--- src/rtl/alu_pkg.sv ---
// Purpose : shared ALU operation codes, RV32I opcodes and the decoded-entry struct.
// Latency : n/a (types, constants and one pure helper function).
// Backpressure: n/a.
// Used by the ALU and by alu_ctrl_decoder so both sides agree on the encodings.
package alu_pkg;

    localparam logic [3:0] ALU_ADD     = 4'b0000;
    localparam logic [3:0] ALU_SUB     = 4'b0001;
    localparam logic [3:0] ALU_AND     = 4'b0010;
    localparam logic [3:0] ALU_OR      = 4'b0011;
    localparam logic [3:0] ALU_XOR     = 4'b0100;
    localparam logic [3:0] ALU_SLL     = 4'b0101;
    localparam logic [3:0] ALU_SRL     = 4'b0110;
    localparam logic [3:0] ALU_SRA_REG = 4'b0111;
    localparam logic [3:0] ALU_SRA_IMM = 4'b1000;
    localparam logic [3:0] ALU_SLT     = 4'b1001;
    localparam logic [3:0] ALU_SLTU    = 4'b1010;
    localparam logic [3:0] ALU_PASS    = 4'b1011;

    localparam logic [6:0] OP_RTYPE  = 7'b0110011;
    localparam logic [6:0] OP_ITYPE  = 7'b0010011;
    localparam logic [6:0] OP_LUI    = 7'b0110111;
    localparam logic [6:0] OP_AUIPC  = 7'b0010111;
    localparam logic [6:0] OP_JAL    = 7'b1101111;
    localparam logic [6:0] OP_JALR   = 7'b1100111;
    localparam logic [6:0] OP_LOAD   = 7'b0000011;
    localparam logic [6:0] OP_STORE  = 7'b0100011;
    localparam logic [6:0] OP_BRANCH = 7'b1100011;

    localparam logic [6:0] F7_BASE = 7'b0000000;
    localparam logic [6:0] F7_ALT  = 7'b0100000;

    typedef struct packed {
        logic [3:0] alu_ctrl;
        logic       alu_src_imm;
        logic       reg_write;
        logic       illegal;
    } dec_t;

    localparam dec_t DEC_ILLEGAL = '{alu_ctrl: ALU_ADD, alu_src_imm: 1'b0,
                                     reg_write: 1'b0, illegal: 1'b1};

    // funct3 -> operation shared by OP and OP-IMM; the funct7 variants
    // (SUB, SRA) are resolved by the caller.
    function automatic logic [3:0] base_op(input logic [2:0] funct3);
        case (funct3)
            3'b000:  base_op = ALU_ADD;
            3'b001:  base_op = ALU_SLL;
            3'b010:  base_op = ALU_SLT;
            3'b011:  base_op = ALU_SLTU;
            3'b100:  base_op = ALU_XOR;
            3'b101:  base_op = ALU_SRL;
            3'b110:  base_op = ALU_OR;
            default: base_op = ALU_AND;
        endcase
    endfunction

endpackage

--- src/rtl/alu_ctrl_lut.sv ---
// Purpose : combinational RV32I instruction -> ALU control decode.
// Latency : 0 cycles (pure combinational).
// Backpressure: none; no handshake at this level.
// Ports: instr (instruction word in), dec (decoded entry out).
module alu_ctrl_lut
    import alu_pkg::*;
#(
    parameter int DATA_WIDTH = 32
) (
    input  logic [DATA_WIDTH-1:0] instr,
    output dec_t                  dec
);

    logic [6:0] opcode;
    logic [2:0] funct3;
    logic [6:0] funct7;
    logic       unused_bits;

    assign opcode      = instr[6:0];
    assign funct3      = instr[14:12];
    assign funct7      = instr[31:25];
    assign unused_bits = ^{instr[24:15], instr[11:7]};

    always_comb begin
        dec = DEC_ILLEGAL;
        case (opcode)
            OP_RTYPE: begin
                dec = '{alu_ctrl: base_op(funct3), alu_src_imm: 1'b0,
                        reg_write: 1'b1, illegal: 1'b0};
                // Only ADD/SUB and SRL/SRA have an alternate funct7 form.
                if (funct7 == F7_ALT && funct3 == 3'b000) begin
                    dec.alu_ctrl = ALU_SUB;
                end else if (funct7 == F7_ALT && funct3 == 3'b101) begin
                    dec.alu_ctrl = ALU_SRA_REG;
                end else if (funct7 != F7_BASE) begin
                    dec = DEC_ILLEGAL;
                end
            end
            OP_ITYPE: begin
                dec = '{alu_ctrl: base_op(funct3), alu_src_imm: 1'b1,
                        reg_write: 1'b1, illegal: 1'b0};
                // Upper immediate bits are only an opcode extension for shifts.
                if (funct3 == 3'b101 && funct7 == F7_ALT) begin
                    dec.alu_ctrl = ALU_SRA_IMM;
                end else if ((funct3 == 3'b001 || funct3 == 3'b101) && funct7 != F7_BASE) begin
                    dec = DEC_ILLEGAL;
                end
            end
            OP_LUI: begin
                dec = '{alu_ctrl: ALU_PASS, alu_src_imm: 1'b1, reg_write: 1'b1, illegal: 1'b0};
            end
            OP_AUIPC, OP_JAL, OP_JALR, OP_LOAD: begin
                dec = '{alu_ctrl: ALU_ADD, alu_src_imm: 1'b1, reg_write: 1'b1, illegal: 1'b0};
            end
            OP_STORE: begin
                dec = '{alu_ctrl: ALU_ADD, alu_src_imm: 1'b1, reg_write: 1'b0, illegal: 1'b0};
            end
            OP_BRANCH: begin
                dec = '{alu_ctrl: ALU_SUB, alu_src_imm: 1'b0, reg_write: 1'b0, illegal: 1'b0};
                case (funct3)
                    3'b000, 3'b001: dec.alu_ctrl = ALU_SUB;
                    3'b100, 3'b101: dec.alu_ctrl = ALU_SLT;
                    3'b110, 3'b111: dec.alu_ctrl = ALU_SLTU;
                    default:        dec = DEC_ILLEGAL;
                endcase
            end
            default: dec = DEC_ILLEGAL;
        endcase
    end

endmodule

--- src/rtl/alu_ctrl_decoder.sv ---
// Purpose : registered ALU-control decode stage with valid/ready handshake and sticky illegal flag.
// Latency : 1 cycle from accept to out_valid.
// Backpressure: default build holds one entry, in_ready = !out_valid || out_ready;
//               with DECODE_SKID_EN a 2-entry skid buffer gives a registered in_ready.
// Ports: clk, rst (sync active-high), flush; in_valid/in_ready/instr upstream;
//        out_valid/out_ready, ALUctrl, alu_src_imm, reg_write, illegal downstream;
//        illegal_seen sticky until rst.
module alu_ctrl_decoder
    import alu_pkg::*;
#(
    parameter int DATA_WIDTH = 32
) (
    input  logic                  clk,
    input  logic                  rst,
    input  logic                  flush,
    input  logic                  in_valid,
    output logic                  in_ready,
    input  logic [DATA_WIDTH-1:0] instr,
    output logic                  out_valid,
    input  logic                  out_ready,
    output logic [3:0]            ALUctrl,
    output logic                  alu_src_imm,
    output logic                  reg_write,
    output logic                  illegal,
    output logic                  illegal_seen
);

    dec_t dec_in;
    dec_t head_q;
    logic head_vld;
    logic accept;
    logic leave;

    alu_ctrl_lut #(.DATA_WIDTH(DATA_WIDTH)) u_lut (
        .instr (instr),
        .dec   (dec_in)
    );

    assign accept = in_valid && in_ready;
    assign leave  = head_vld && out_ready;

`ifdef DECODE_SKID_EN
    dec_t skid_q;
    logic skid_vld;
    logic rdy_q;
    logic full_nxt;

    // Full next cycle when the skid entry stays, or it is about to be filled.
    assign full_nxt = head_vld && (skid_vld ? !leave : (accept && !leave));
    assign in_ready = rdy_q;

    always_ff @(posedge clk) begin
        if (rst) begin
            head_q   <= '0;
            head_vld <= 1'b0;
            skid_q   <= '0;
            skid_vld <= 1'b0;
            rdy_q    <= 1'b1;
        end else if (flush) begin
            head_vld <= 1'b0;
            skid_vld <= 1'b0;
            rdy_q    <= 1'b1;
        end else begin
            rdy_q <= !full_nxt;
            if (leave) begin
                // A valid skid entry implies full, so no accept can coincide.
                if (skid_vld) begin
                    head_q   <= skid_q;
                    skid_vld <= 1'b0;
                end else if (accept) begin
                    head_q <= dec_in;
                end else begin
                    head_vld <= 1'b0;
                end
            end else if (accept) begin
                if (!head_vld) begin
                    head_q   <= dec_in;
                    head_vld <= 1'b1;
                end else begin
                    skid_q   <= dec_in;
                    skid_vld <= 1'b1;
                end
            end
        end
    end
`else
    assign in_ready = !head_vld || out_ready;

    always_ff @(posedge clk) begin
        if (rst) begin
            head_q   <= '0;
            head_vld <= 1'b0;
        end else if (flush) begin
            head_vld <= 1'b0;
        end else if (accept) begin
            head_q   <= dec_in;
            head_vld <= 1'b1;
        end else if (leave) begin
            head_vld <= 1'b0;
        end
    end
`endif

    // A flushed entry never leaves, so it cannot set the sticky flag.
    always_ff @(posedge clk) begin
        if (rst) begin
            illegal_seen <= 1'b0;
        end else if (leave && !flush && head_q.illegal) begin
            illegal_seen <= 1'b1;
        end
    end

    assign out_valid   = head_vld;
    assign ALUctrl     = head_q.alu_ctrl;
    assign alu_src_imm = head_q.alu_src_imm;
    assign reg_write   = head_q.reg_write;
    assign illegal     = head_q.illegal;

endmodule
--- config.mk ---
export PLATFORM = sky130hd
export DESIGN_NAME = alu_ctrl_decoder
export DESIGN_NICKNAME = d
export VERILOG_FILES = /design/src/rtl/alu_pkg.sv /design/src/rtl/alu_ctrl_lut.sv /design/src/rtl/alu_ctrl_decoder.sv
export SDC_FILE = /design/constraint.sdc
export NUM_CORES = 1
export LEC_CHECK = 0
export BUFFER_PORTS_ARGS = -buffer_cell sky130_fd_sc_hd__buf_2
export CAP_MARGIN = 0
export CELL_PAD_IN_SITES_DETAIL_PLACEMENT = 0
export CELL_PAD_IN_SITES_GLOBAL_PLACEMENT = 1
export CORE_AREA = 5 5 60 62
export DETAILED_ROUTE_END_ITERATION = 7
export DIE_AREA = 0 0 65 67
export PLACE_DENSITY_LB_ADDON = 0.1
export SETUP_SLACK_MARGIN = 0.02
export SLEW_MARGIN = 30
export SYNTH_ARGS = -nofsm -noshare
export SYNTH_HDL_FRONTEND = slang
export SYNTH_SLANG_ARGS = --single-unit
--- constraint.sdc ---
create_clock -name clk -period 1.67 [get_ports clk]
set_clock_uncertainty 0.15 [all_clocks]
set_input_delay 0.0835 -clock clk [delete_from_list [all_inputs] [get_ports clk]]
set_output_delay 0.0835 -clock clk [all_outputs]
set_load 0.005 [all_outputs]
==> results.json <==
{
  "grt_first_pass_wirelength_mm": 4.32,
  "crit_type": "in -> reg",
  "cellInternalPower_mw": 0.384,
  "min_period_ps": 1560,
  "cap_violations": 0,
  "post-route-period-util_pct": 93.4,
  "grtUsageTotal_pct": 12.5,
  "power.leakage_nw": 0.481,
  "num_vias": 974,
  "p_sw_share_pct": 29.5,
  "rsz0062_at_grt": "false",
  "first_iter_violations": 12,
  "synth_nets": 146,
  "power_switching_mw": 0.161,
  "arrival_ps": 1550,
  "post_layout_nonfiller_instances": 183,
  "clk_path_buf_depth": 2,
  "netlist_area_um2": 850,
  "drc": 0,
  "synthCells": 109,
  "ant_nets": 0,
  "grt_max_degree": 14,
  "worstPathMaxFanout": 2,
  "setup_tns_ps": 0,
  "cts.sinks": 9,
  "drt_first_pass_iters": 4,
  "vias_per_cell": 5.32,
  "yosysTopAreaCellShare_pct": 21.2,
  "hold_class": "in -> reg",
  "max_stage_delay_ps": 560,
  "syn2layout_area_growth_pct": 35.6,
  "end_kind": "register",
  "die_area_um2": 4360,
  "max-vdd-ir-drop_v": 0.000116,
  "insertion_delay_ps": 260,
  "status": "complete, no violations",
  "cts_tree": "done",
  "fmax_mhz": 641,
  "coreArea_um2": 2980,
  "wl_mm": 2.49,
  "ys_types": 46,
  "routedWlPerCell_um": 13.6,
  "antennaDiodeCount": 0,
  "ys_ff_latch": 9,
  "synth-async-reset-ratio_pct": 0,
  "dpl.cell_count": 174,
  "tightest_slew_ps": 396,
  "detailed_place_hpwl_mm": 2.00,
  "fin_nets": 188,
  "ioPinCount": 47,
  "grt_antenna_before_repair": 0,
  "ys.flop_type": "dfxtp_1",
  "synth_area_leader_cell": "dfxtp_1",
  "slew_headroom_pct": 73.4,
  "yosysSeqAreaShare_pct": 21.2,
  "finalHoldViolations": 0,
  "rows": 20,
  "portBuffers": 31,
  "grt_pass1_vias": 971,
  "p_seq_share_pct": 41.1,
  "slowest_stage": "dlygate4sd3_1",
  "cts_root_buf": "clkbuf_4",
  "drive_gt1_share_pct": 38.0,
  "powerDensity_nw_per_um2": 473,
  "critPathRequiredTime_ps": 1660,
  "floorplan.initialDensity_pct": 28.5,
  "crit_top_cell": "dlygate4sd3_1",
  "dieHeight_um": 67,
  "start_kind": "primary input",
  "htreeDepth": 1,
  "synth_edf_count": 0,
  "grt-ovfl-total": 0,
  "setup_viol": 0,
  "gp_congestion": 0.702,
  "crit_chain": "buf_2, dlygate4sd3_1, a41oi_1, nor2_1, dlygate4sd3_1",
  "path_clk_slew_ps": 60,
  "dieWidth_um": 65,
  "p_clk_share_pct": 30.3,
  "final_max_slew_viol_count": 0,
  "yosys_warnings": 0,
  "combPwrFrac_pct": 28.7,
  "syn_area_per_cell_um2": 7.79,
  "synth.area.top_cells": "dfxtp_1, nor4_4, nand3b_1",
  "cts_buffers": 3
}
## critical path: cells and delay by family
kind / cells / cell delay, ps
AO/OA/AOI/OAI: 1 / 200
buffers and inverters: 3 / 1210
AND/OR/NAND/NOR: 1 / 60
## synthesized netlist by cell type (2+ instances only)
library cell	number
nor3_1	6
o21bai_1	2
nand2b_1	4
a21oi_2	2
o211ai_1	2
nand4_1	2
o21ai_0	6
nor4_4	2
nor2b_1	2
nor2_1	9
nand2_1	7
dfxtp_1	9
buf_2	6
nand3b_1	5
a211oi_1	2
inv_1	3
and3_1	3
nand3_1	3
a21oi_1	7
## power by group through the flow
stage / clock network, mW / registers, mW / logic, mW
floorplan: 0 / 0.229 / 0.0870
global placement: 0 / 0.229 / 0.147
detailed placement: 0 / 0.229 / 0.149
CTS: 0.177 / 0.224 / 0.157
global route: 0.192 / 0.224 / 0.173
finish: 0.165 / 0.224 / 0.156
## stage by stage
stage	hold WS (ps)	cell area, um2	power [mW]	setup WS (ps)	util, %
finish	69.2	1150	0.546	110	38.7
global placement	111	1070	0.376	62.1	35.9
global route	71.5	1150	0.590	20.9	38.7
floorplan	6.26	850	0.316	129	-
detailed placement	109	1070	0.378	40.5	35.9
CTS	49.0	1140	0.558	83.3	38.4
## worst paths after layout
kind | from | endpoint | slack [ps] | cells after the start
worst max-delay path | out_ready | illegal_seen | 110 | 5
worst min-delay path | instr[13] | ALUctrl[3] | 70 | 3
worst max register to register | out_valid | out_valid | 150 | 4
worst min register to register | reg_write | reg_write | 300 | 2
## what timing repair did
item	4_1_cts	5_1_grt
resized for setup	0	2
buffers inserted	0	0
hold buffers	5	0
hold endpoints to repair	5	0
endpoints found under the setup margin	0	2
## state kept, by name, indices dropped and copies added (netlist names)
name	cells
ALUctrl	4
alu_src_imm	1
illegal	1
illegal_seen	1
out_valid	1
reg_write	1
## final cells by class
class | instances | area (um2)
Sequential cell | 9 | 181
Inverter | 3 | 11.3
Tap cell | 33 | 41.3
Multi-Input combinational cell | 89 | 619
Clock buffer | 4 | 26.3
Timing Repair Buffer | 45 | 273
Fill cell | 334 | 1830
## layer usage
layer	part of all wire, %	up-vias	GRT usage [%]
li1	-	493	-
met1	47	450	15.9
met2	48	29	21.3
met3	4.9	2	1.52
met4	0.48	0	4.75
met5	0	-	0
## cell usage in the layout (no fill, tap or decap), types with 2 or more instances in the layout
| cell | netlist | routed |
|---|---|---|
| nand4_1 | 2 | 2 |
| and3_1 | 3 | 3 |
| dfxtp_1 | 9 | 8 |
| nor4_4 | 2 | 2 |
| nor2_1 | 9 | 9 |
| a21oi_1 | 7 | 7 |
| a211oi_1 | 2 | 2 |
| a21oi_2 | 2 | 2 |
| nor2b_1 | 2 | 2 |
| nand3b_1 | 5 | 5 |
| inv_1 | 3 | 3 |
| nor3_1 | 6 | 6 |
| o211ai_1 | 2 | 2 |
| nand2_1 | 7 | 7 |
| nand2b_1 | 4 | 4 |
| dlygate4sd3_1 | 0 | 5 |
| clkbuf_4 | 0 | 3 |
| buf_4 | 0 | 9 |
| nand3_1 | 3 | 3 |
| buf_2 | 6 | 31 |
| o21bai_1 | 2 | 2 |
| o21ai_0 | 6 | 6 |
## logic make-up (layout without fill, tap and decap cells)
kind of cell,after synthesis,count (layout),share of synthesized area (%)
AND/OR/NAND/NOR,54,54,42.0
AO/OA/AOI/OAI,34,34,29.2
buffers and inverters,11,52,6.63
flip-flops,9,9,21.2
XOR/XNOR,1,1,1.03
No activity file was read; power rests on OpenSTA's default activity.
